$ cat config.mk
export PLATFORM = sky130hd
export DESIGN_NAME = key_scheduler_flat
export DESIGN_NICKNAME = d
export VERILOG_FILES = /design/src/rtl/rc4_pkg.sv /design/src/rtl/key_scheduler_if.sv /design/src/rtl/key_scheduler.sv /design/src/flat_wrapper.sv
export SDC_FILE = /design/constraint.sdc
export NUM_CORES = 1
export LEC_CHECK = 0
export CORE_UTILIZATION = 45
export CTS_CLUSTER_DIAMETER = 30
export DETAILED_ROUTE_END_ITERATION = 10
export PLACE_DENSITY = 0.65
export SLEW_MARGIN = 10
export SYNTH_ARGS = -nofsm -noshare
export SYNTH_HDL_FRONTEND = slang
export SYNTH_SLANG_ARGS = --single-unit
$ cat constraint.sdc
create_clock -name clk -period 3.9 [get_ports clk]
set_input_delay 0.78 -clock clk [delete_from_list [all_inputs] [get_ports clk]]
set_output_delay 0.78 -clock clk [all_outputs]
set_load 0.03 [all_outputs]
$ cat src/rtl/rc4_pkg.sv
// rc4_pkg: shared widths and KSA state encoding for the RC4 key scheduler and decrypter
package rc4_pkg;
    localparam int DATA_WIDTH  = 8;
    localparam int ADDR_WIDTH  = 8;
    localparam int KEY_BYTES   = 3;
    localparam int MESSAGE_LEN = 32;
    typedef enum logic [3:0] {
        IDLE, INIT, RD_I, WAIT_I, RD_J, WAIT_J, WR_I, WR_J, DONE
    } ksa_state_t;
endpackage

$ cat src/rtl/key_scheduler_if.sv
// key_scheduler_if: start/key request, scratch RAM port and finish flag of the key scheduler
interface key_scheduler_if;
    import rc4_pkg::*;
    logic                            start;
    logic [KEY_BYTES*DATA_WIDTH-1:0] key;
    logic [ADDR_WIDTH-1:0]           s_addr;
    logic [DATA_WIDTH-1:0]           s_data;
    logic                            s_wren;
    logic [DATA_WIDTH-1:0]           s_q;
    logic                            finish;
    modport master(input start, key, s_q, output s_addr, s_data, s_wren, finish);
    modport slave(output start, key, s_q, input s_addr, s_data, s_wren, finish);
endinterface

$ cat src/rtl/key_scheduler.sv
// key_scheduler: fills scratch RAM with the identity permutation, then runs the RC4 KSA swap loop
module key_scheduler
    import rc4_pkg::*;
(
    input logic           clk,
    input logic           rst,
    key_scheduler_if.master bus
);
    ksa_state_t                      state, state_n;
    logic [ADDR_WIDTH-1:0]           i, j;
    logic [DATA_WIDTH-1:0]           si, sj, kb;
    logic [KEY_BYTES*DATA_WIDTH-1:0] key_r;
    logic [1:0]                      kidx;
    logic                            i_last;

    assign i_last = i == '1;
    assign kb = kidx == 2'd0 ? key_r[23:16] : kidx == 2'd1 ? key_r[15:8] : key_r[7:0];

    always_ff @(posedge clk or negedge rst)
        if (!rst) state <= IDLE;
        else      state <= state_n;

    always_comb begin
        state_n = state;
        case (state)
            IDLE:    state_n = bus.start ? INIT : IDLE;
            INIT:    state_n = i_last ? RD_I : INIT;
            RD_I:    state_n = WAIT_I;
            WAIT_I:  state_n = RD_J;
            RD_J:    state_n = WAIT_J;
            WAIT_J:  state_n = WR_I;
            WR_I:    state_n = WR_J;
            WR_J:    state_n = i_last ? DONE : RD_I;
            DONE:    state_n = bus.start ? DONE : IDLE;
            default: state_n = IDLE;
        endcase
    end

    // Address/data are pure decodes of state and counters, so RAM sees one access per cycle
    assign bus.s_addr = (state == RD_J || state == WR_J) ? j
                      : (state == INIT || state == RD_I || state == WR_I) ? i : '0;
    assign bus.s_data = state == INIT ? i : state == WR_I ? sj : state == WR_J ? si : '0;
    assign bus.s_wren = state == INIT || state == WR_I || state == WR_J;
    assign bus.finish = state == DONE;

    always_ff @(posedge clk or negedge rst) begin
        if (!rst) begin
            i     <= '0;
            j     <= '0;
            si    <= '0;
            sj    <= '0;
            key_r <= '0;
            kidx  <= '0;
        end else begin
            case (state)
                IDLE: if (bus.start) begin
                    key_r <= bus.key;
                    i     <= '0;
                    kidx  <= '0;
                end
                INIT: begin
                    i <= i + 1'b1;
                    if (i_last) begin
                        j    <= '0;
                        kidx <= '0;
                    end
                end
                WAIT_I: begin
                    si <= bus.s_q;
                    j  <= j + bus.s_q + kb;
                end
                WAIT_J: sj <= bus.s_q;
                WR_J: if (!i_last) begin
                    i    <= i + 1'b1;
                    kidx <= kidx == 2'd2 ? 2'd0 : kidx + 2'd1;
                end
                default: ;
            endcase
        end
    end
endmodule

$ cat src/flat_wrapper.sv
// flat-port wrapper written by rule: the top's interface ports become plain ports
module key_scheduler_flat import rc4_pkg::*;
  (clk, rst, bus_start, bus_key, bus_s_q, bus_s_addr, bus_s_data, bus_s_wren, bus_finish);
  key_scheduler_if bus_i ();
  input logic clk;
  input logic rst;
  input wire logic [$bits(bus_i.start)-1:0] bus_start;
  input wire logic [$bits(bus_i.key)-1:0] bus_key;
  input wire logic [$bits(bus_i.s_q)-1:0] bus_s_q;
  output wire logic [$bits(bus_i.s_addr)-1:0] bus_s_addr;
  output wire logic [$bits(bus_i.s_data)-1:0] bus_s_data;
  output wire logic [$bits(bus_i.s_wren)-1:0] bus_s_wren;
  output wire logic [$bits(bus_i.finish)-1:0] bus_finish;
  assign bus_i.start = bus_start;
  assign bus_i.key = bus_key;
  assign bus_i.s_q = bus_s_q;
  assign bus_s_addr = bus_i.s_addr;
  assign bus_s_data = bus_i.s_data;
  assign bus_s_wren = bus_i.s_wren;
  assign bus_finish = bus_i.finish;
  key_scheduler u_core (.clk(clk), .rst(rst), .bus(bus_i));
endmodule
Word-level counts from Yosys, hierarchy flattened

Cells that the tools add are included.

Mux-type cells: 22
Add/sub/neg operators: 4
Reduce and logical (&&, ||, !) cells: 13
Eq/ne operators: 14

Operator list:

| operator                                                               | count |
|---|---|
| 8-bit two-way mux                                                      | 10 |
| 4-bit case mux with 9 select lines                                     | 1 |
| 8-bit case mux with 3 select lines                                     | 1 |
| 8-bit adder                                                            | 2 |
| 4-bit by 3-bit equality test with 1-bit output (second input constant) | 4 |
| 8-bit case mux with 2 select lines                                     | 1 |
| 2-bit two-way mux                                                      | 5 |
| 8-bit by 1-bit adder with 8-bit output (second input constant)         | 1 |
| 4-bit by 2-bit equality test with 1-bit output (second input constant) | 2 |
| 8-bit equality test (second input constant)                            | 1 |
| 4-bit two-way mux                                                      | 2 |
| 2-bit case mux with 3 select lines                                     | 1 |
| 1-bit logical OR                                                       | 5 |
| 4-bit by 1-bit equality test with 1-bit output (second input constant) | 1 |
| 4-bit equality test (second input constant)                            | 1 |
| 4-bit logical NOT                                                      | 1 |
| 2-bit != test (second input constant)                                  | 2 |
| 2-bit AND reduction                                                    | 2 |
| 4-bit AND reduction                                                    | 1 |
| 3-bit AND reduction                                                    | 1 |
| 3-bit nonzero test                                                     | 1 |
| 2-bit by 1-bit adder with 2-bit output (second input constant)         | 1 |
| 2-bit by 1-bit equality test with 1-bit output (second input constant) | 1 |
| 2-bit equality test (second input constant)                            | 1 |
| other kinds (4)                                                        | 4 |

Register bits after elaboration: 62
Input bits: 35
Logic and storage cells: 60
Output and inout bits: 18

Longest topological paths before layout

Gate-level depths: netlist (run 1).

Depth in word-level cells: 5
Gate-level depth with buffers: 14
Mapped depth without buffers: 13

Worst setup path before layout (run 1)

OpenSTA, ideal clock, no wires.

Path kind: reg2reg
From: reg u_core.kidx[0]
To: reg u_core.j[7]
Arrival time: 2862 ps
Setup time: 83 ps
Required time: 3817 ps
Stages on the path, launching flop included: 15
Path slack: 955 ps
Path buffers: 1
Clock period less this slack: 2945 ps
Cell sequence: dfrtp_1 clkbuf_1 mux2i_1 nor2_1 a21oi_1 fa_1 inv_1 ha_1 inv_1 fa_1 nand2b_1 a21oi_1 o22ai_1 xnor2_1 o21ai_0

Word-level cells in the longest chain between the ends: 5
Elaborated cells on any way between the ends: 6
Classes of those cells: add/sub: 1; eq/ne: 1; mux: 3; reduce/logical: 1

RTL lines:

| item                                           | line                | RTL |
|---|---|---|
| from (decl)                                    | key_scheduler.sv:13 | `logic [1:0] kidx;` |
| from (signal assigned)                         | key_scheduler.sv:75 | `kidx <= kidx == 2'd2 ? 2'd0 : kidx + 2'd1;` |
| 2-bit by 1-bit equality test with 1-bit output | key_scheduler.sv:17 | `assign kb = kidx == 2'd0 ? key_r[23:16] : kidx == 2'd1 ? key_r[15:8] : key_r[7:0];` |
| 8-bit two-way mux                              | key_scheduler.sv:17 |  |
| 8-bit two-way mux *                            | key_scheduler.sv:17 |  |
| 8-bit adder *                                  | key_scheduler.sv:70 | `j <= j + bus.s_q + kb;` |
| 8-bit case mux with 2 select lines *           | key_scheduler.sv:55 | `case (state)` |
| to (signal assigned)                           | key_scheduler.sv:70 |  |
| to (decl)                                      | key_scheduler.sv:10 | `logic [ADDR_WIDTH-1:0] i, j;` |

Every way passes the cells marked *; elsewhere a longest branch is shown, timed or not.
A chain may end at the register's enable or synchronous reset.

Worst setup path after layout (run 1)

From: reg u_core.state[3]
To: out bus_s_data[1]

Word-level cells in the longest chain between the ends: 4
Elaborated cells on any way between the ends: 6
Classes of those cells: eq/ne: 3; mux: 3

RTL lines:

| item                                           | line                | RTL |
|---|---|---|
| from (decl)                                    | key_scheduler.sv:9  | `ksa_state_t state, state_n;` |
| from (signal assigned)                         | key_scheduler.sv:21 | `else state <= state_n;` |
| 4-bit by 3-bit equality test with 1-bit output | key_scheduler.sv:42 | `assign bus.s_data = state == INIT ? i : state == WR_I ? sj : state == WR_J ? si : '0;` |
| 8-bit two-way mux (2 in series)                | key_scheduler.sv:42 |  |
| 8-bit two-way mux *                            | key_scheduler.sv:42 |  |
| to (decl)                                      | flat_wrapper.sv:11  | `output wire logic [$bits(bus_i.s_data)-1:0] bus_s_data;` |

Marks and branches as above.

==> impl_metrics.py, run 1 <==
metrics = {
    "grt": {
        "grt_max_degree": 37,
        "antenna_found_initial": 0,
        "number_of_global_route_vias_before_repair": 2607,
        "overflow": 0,
        "grt_first_pass_wirelength_um": 12900,
        "overall_fraction_of_global_route_tracks_in_use_pct": 20.2,
    },
    "sta": {
        "timing_hold_violations_final": 0,
        "tightest_slew_ps": 774,
        "slew_violations": 0,
        "rsz0062_at_grt": "false",
        "min_period_ps": 3550,
        "post_route_fraction_of_the_period_consumed_by_the_critical_path_pct": 91.0,
        "setup_viol": 0,
        "slew_headroom_pct": 47.7,
        "finalSetupTns_ps": 0,
        "fmaxAchievable_mhz": 282,
        "finClkSkew_ps": 6.23,
    },
    "setup_path": {
        "r2r-start": "u_core.kidx[0]",
        "slowest_stage_delay_cp_ps": 660,
        "critical_path_class": "flop to primary output",
        "worstSetupPathDepth": 5,
        "worst_setup_path_start_kind": "flop",
        "cp.arrival_ps": 2770,
        "path_buf_inv": 2,
        "critPathCaptureType": "primary output",
        "ff2ff_path_depth": 13,
        "path_cells": "nand2b_1 -> nor2_1 -> a222oi_1 -> inv_1 -> clkdlybuf4s50_1",
        "cpLargestDelayFamily": "simple AND/OR/NAND/NOR gates",
        "timing.critical_path.fanout_max": 18,
        "critical_path.slowest_cell": "clkdlybuf4s50_1",
        "critPathRequiredTime_ps": 3120,
        "timing.critical_path.from": "u_core.state[3]",
    },
    "min_path": {
        "worstHoldPathCells": 2,
        "min_from": "u_core.si[6]",
        "tightest_hold_check_type": "flop to flop",
    },
    "cells_and_area": {
        "multiInputGateArea_mm2": 0.00174,
        "n_antenna_cell": 0,
        "drive_above_1_share_pct": 15.0,
        "final_net_count": 446,
        "design_area_mm2": 0.00427,
        "layout.area.seq_mm2": 0.00155,
        "fin_util_pct": 57.6,
        "fillers": 686,
        "areaGrowthSynthToFinish_pct": 21.1,
    },
    "routing": {
        "vias": 2647,
        "routed.top_layer": "met4",
        "drt_pre_antenna_iters": 4,
        "detailroute.wirelength.met2_um": 3650,
        "detail_route.drc_violations": 0,
        "antenna_violating_nets_remaining": 0,
        "detail_route.wl_per_cell_um": 15.4,
        "drt-met1-wl_um": 3580,
        "route.met3.wl_um": 391,
        "violation_count_after_the_first_detailed_route_iteration": 175,
        "finalWirelength_um": 7700,
        "route.detailed.vias_per_inst": 5.30,
    },
    "run": {
        "max_cap_viol_count": 0,
    },
    "power_and_ir_drop": {
        "design_power_total_mw": 1.66,
        "power.ir.vdd_worst_mv": 0.223,
        "total_leakage_power_nw": 1.98,
        "cellPowerDensity_mw_per_mm2": 388,
    },
    "synthesis": {
        "synthesis.area_mm2": 0.00353,
        "netlist.top_cell.by_area": "dfrtp_1",
        "synthesis.yosys.warnings": 0,
        "top_cells_by_area_in_the_synthesized_netlist": "dfrtp_1 44%, mux2_2 11%, fa_1 4.5%",
        "synth_cell_types": 49,
        "post_synth_edffs": 0,
        "yosys-top-cells-count": "62 x dfrtp_1, 38 x inv_1, 33 x mux2_2, 29 x nor2_1, 27 x nand2_1",
        "syn_nets": 397,
        "netlist.area_leader.share_pct": 44.0,
        "ys.flop_type": "dfrtp_1",
        "post_synth.cell_area_avg_um2": 10.2,
        "postSynthRegisterBits": 62,
        "yosysSeqAreaShare_pct": 44.0,
        "ys_async_sr_fraction_pct": 100,
        "instance_count_of_the_mapped_netlist": 347,
        "most_repeated_cell_in_the_gate_level_netlist_after_synthesis": "dfrtp_1",
    },
    "cts": {
        "htree_num_levels": 3,
        "clock_path_buffers": 2,
        "tritoncts": "done",
        "cts_post_setup_buffers_inserted": 0,
        "cts.root.buffer_cell": "clkbuf_8",
        "cts_resized": 0,
        "clk_transition_reported_paths_ps": 70,
        "holdBufCountCts": 0,
        "inserted_clock_buffers": 9,
        "clock_sinks": 62,
        "clkLatencyLatePin_ps": 330,
    },
    "floorplan": {
        "std_cell_rows": 31,
        "floorplan.die_area_mm2": 0.00819,
        "floorplan.initialDensity_pct": 47.6,
        "floorplan.die.width_um": 90.5,
        "die_height_um": 90.5,
        "core_region_area_mm2": 0.00741,
        "io_pins": 53,
    },
    "placement": {
        "gp_congestion": 0.822,
        "placedInstanceArea_mm2": 0.00410,
        "port_buffers": 52,
        "dp_hpwl_um": 5710,
    },
    "status": {
        "outcome": "completed",
    },
}
worst register-to-register path: stages, from the launching register on:
cell and delay (ps):
dfrtp_1 690, mux2i_1 250, nor2_1 50, a21oi_1 230, fa_1 460, inv_1 70
ha_1 170, inv_1 60, fa_1 380, nand2b_1 190, a21oi_1 200, o22ai_1 140
xnor2_1 160, o21ai_0 80
sequential cells by signal (all words and copies together), names as in the netlist:
| name | cells |
|---|---|
| u_core.kidx | 2 |
| u_core.sj | 8 |
| u_core.j | 8 |
| u_core.si | 8 |
| u_core.state | 4 |
| u_core.key_r | 24 |
| u_core.i | 8 |
cell families (layout without fill, tap and decap cells):
| logic type | count (synthesis) | after routing | share of synthesized area [%] |
|---|---|---|---|
| and+or+nand+nor | 95 | 95 | 13.7 |
| muxes | 41 | 41 | 12.8 |
| adders and majority gates | 15 | 15 | 7.03 |
| DFF | 62 | 62 | 44.0 |
| xor gates and xnor gates | 6 | 6 | 1.49 |
| buffers and inverters | 56 | 109 | 6.71 |
| AOI/OAI and AO/OA | 72 | 72 | 14.3 |
cells in the final DEF (no fill, tap or decap), types with 9 or more instances in the layout:
| cell type | synthesis | layout |
|---|---|---|
| nor2_1 | 29 | 29 |
| mux2_2 | 33 | 33 |
| a21oi_1 | 14 | 14 |
| inv_1 | 38 | 38 |
| nand2b_1 | 9 | 9 |
| nand2_1 | 27 | 27 |
| clkdlybuf4s50_1 | 0 | 51 |
| dfrtp_1 | 62 | 62 |
| o21ai_0 | 17 | 17 |
| clkbuf_8 | 0 | 11 |
layout make-up:
cell class | instances | area share, %
multi-input combinational | 229 | 40.7
sequential | 62 | 36.3
timing repair buffer | 56 | 12.8
clock buffer | 14 | 3.81
inverter | 38 | 3.34
tap | 99 | 2.90
clock inverter | 1 | 0.117
stage by stage:
| step | cells | setup WS [ps] | hold slack, ps |
|---|---|---|---|
| global route | 499 | 225 | 512 |
| floorplan | 347 | 955 | 447 |
| global placement | 484 | 628 | 465 |
| detailed placement | 484 | 510 | 474 |
| finish | 499 | 351 | 484 |
| CTS | 499 | 394 | 488 |
metal layers:
layer | vias to the layer above | global-route usage (%)
li1 | 1304 | -
met1 | 1267 | 26.9
met2 | 70 | 32.1
met3 | 6 | 5.89
met4 | 0 | 5.24
met5 | - | 0
report_power, final:
group	internal, mW	switching (mW)
Clock	0.262	0.228
Combinational	0.202	0.213
Sequential	0.693	0.0581
Total	1.16	0.499
path summary, 6_finish.rpt:
check	to	slack [ps]
hold / removal	u_core.si[6]	480
max in group asynchronous	u_core.key_r[5]	2520
hold reg to reg	u_core.si[6]	480
setup / recovery	bus_s_data[1]	350
setup reg to reg	u_core.j[7]	630
min in group asynchronous	u_core.state[3]	520
(Power assumes the default switching activity.)
==> inputs of run 2 (changes only) <==
Settings changed: HOLD_SLACK_MARGIN set to 0.08, MAX_ROUTING_LAYER set to met4, SLEW_MARGIN 10 to not set.
==> run 2 against run 1 <==
Via count rose by 0.76%. Worst hold slack got worse by 1.8 ps. Core utilization did not move. Die area did not move. First-iteration DRC count fell by 4.0%. Count of clock-buffer cells in the layout did not move. Clock power barely moved. Power rose by 0.14%. Sequential share of layout area did not move. Maximum frequency rose by 0.81%. Worst setup slack improved by 28 ps. Critical endpoint unchanged. Highest routed layer unchanged.
==> impl_metrics.py, run 2 (same netlist as run 1, synthesis figures left out) <==
metrics = {
    "cells_and_area": {
        "drive_above_1_share_pct": 15.0,
        "largest_register_by_flop_count": "u_core.key_r",
        "most_common_cell_after_layout_fill_and_taps_aside": "dfrtp_1",
        "number_of_flip_flops_under_the_largest_register_name": 24,
        "final_net_count": 446,
        "fillers": 686,
        "areaGrowthSynthToFinish_pct": 21.1,
        "layout.cells.most_common_list": "62 x dfrtp_1, 51 x clkdlybuf4s50_1, 38 x inv_1",
        "n_antenna_cell": 0,
    },
    "run": {
        "max_cap_viol_count": 0,
    },
    "grt": {
        "number_of_global_route_vias_before_repair": 2605,
        "overall_fraction_of_global_route_tracks_in_use_pct": 20.8,
        "overflow": 0,
        "antenna_found_initial": 0,
        "grt_max_degree": 37,
        "grt_first_pass_wirelength_um": 12900,
    },
    "floorplan": {
        "core_region_area_mm2": 0.00741,
        "io_pins": 53,
        "die_height_um": 90.5,
        "floorplan.die_area_mm2": 0.00819,
        "floorplan.initialDensity_pct": 47.6,
        "floorplan.die.width_um": 90.5,
        "std_cell_rows": 31,
    },
    "routing": {
        "detail_route.drc_violations": 0,
        "vias": 2667,
        "drt_pre_antenna_iters": 5,
        "antenna_violating_nets_remaining": 0,
        "finalWirelength_um": 7720,
        "violation_count_after_the_first_detailed_route_iteration": 168,
        "route.detailed.vias_per_inst": 5.34,
        "detail_route.wl_per_cell_um": 15.5,
    },
    "cts": {
        "holdBufCountCts": 0,
        "clk_transition_reported_paths_ps": 60,
        "cts.root.buffer_cell": "clkbuf_8",
        "tritoncts": "done",
        "inserted_clock_buffers": 9,
        "htree_num_levels": 3,
        "cts_resized": 0,
        "clock_sinks": 62,
        "clock_path_buffers": 2,
        "cts_post_setup_buffers_inserted": 0,
        "clkLatencyLatePin_ps": 330,
    },
    "placement": {
        "port_buffers": 52,
        "gp_congestion": 0.835,
        "dp_hpwl_um": 5710,
        "minimum_setup_slack_after_placement_ps": 510,
    },
    "sta": {
        "final_ws_setup_ps": 379,
        "timing_hold_violations_final": 0,
        "fmaxAchievable_mhz": 284,
        "tightest_slew_ps": 802,
        "setup_viol": 0,
        "slew_headroom_pct": 46.3,
        "finClkSkew_ps": 4.82,
        "rsz0062_at_grt": "false",
        "finalSetupTns_ps": 0,
        "min_period_ps": 3520,
        "slew_violations": 0,
        "post_route_fraction_of_the_period_consumed_by_the_critical_path_pct": 90.3,
    },
    "setup_path": {
        "cp.arrival_ps": 2740,
        "critPathRequiredTime_ps": 3120,
        "path_buf_inv": 2,
        "timing.critical_path.fanout_max": 18,
        "critPathCaptureType": "primary output",
        "worst_setup_path_start_kind": "flop",
        "path_cells": "nand2b_1 -> nor2_1 -> a222oi_1 -> inv_1 -> clkdlybuf4s50_1",
        "critical_path.slowest_cell": "clkdlybuf4s50_1",
        "cpLargestDelayFamily": "simple AND/OR/NAND/NOR gates",
        "slowest_stage_delay_cp_ps": 660,
        "critical_path_class": "flop to primary output",
    },
    "power_and_ir_drop": {
        "design_power_total_mw": 1.66,
        "power.ir.vdd_worst_mv": 0.223,
        "cellPowerDensity_mw_per_mm2": 388,
        "total_leakage_power_nw": 1.98,
    },
    "status": {
        "outcome": "completed",
    },
    "min_path": {
        "tightest_hold_check_type": "flop to flop",
    },
}
-- run 2: worst reg2reg max path: cells and delay by family, from the launching register on --
kind                       cells  cell delay, ps
buffers and inverters          2             130
AOI/OAI and AO/OA              4             650
and+or+nand+nor                2             240
muxes                          1             250
DFF                            1             690
xor gates and xnor gates       1             160
adders and majority gates      3            1010
-- run 2: routing by layer --
layer | GRT usage, % | part of all wire, %
met1 | 26.8 | 46
met2 | 32.3 | 48
met3 | 5.89 | 5.6
met4 | 5.24 | 1.1
met5 | - | 0
-- run 2: path summary, 6_finish.rpt --
check	startpoint	end	slack (ps)	cells after the start
min reg2reg	u_core.si[6]	u_core.si[6]	480	2
min in group asynchronous	rst	u_core.state[3]	530	1
max reg2reg	u_core.kidx[0]	u_core.j[7]	640	13
max in group asynchronous	rst	u_core.key_r[5]	2510	2
min	u_core.si[6]	u_core.si[6]	480	2
max	u_core.state[3]	bus_s_data[1]	380	5
-- run 2: per-stage QoR --
step / instance area (um2) / util [%] / hold WS (ps) / instances
final: 4270 / 57.6 / 483 / 499
after detailed placement: 4100 / 55.4 / 474 / 484
after CTS: 4270 / 57.6 / 488 / 499
after global placement: 4100 / 55.4 / 465 / 484
after global routing: 4270 / 57.6 / 512 / 499
after floorplan: 3530 / - / 447 / 347
-- run 2: final cells by class --
class | instances | area, um2 | share of cell area, %
Tap cell | 99 | 124 | 2.90
Sequential cell | 62 | 1550 | 36.3
Inverter | 38 | 143 | 3.34
Clock buffer | 14 | 163 | 3.81
Multi-Input combinational cell | 229 | 1740 | 40.7
Clock inverter | 1 | 5.00 | 0.117
Timing Repair Buffer | 56 | 546 | 12.8
-- run 2: where the power goes --
part | internal [mW] | total (mW) | switching [mW]
clock | 0.262 | 0.492 | 0.230
combinational | 0.202 | 0.415 | 0.213
sequential | 0.693 | 0.751 | 0.0583
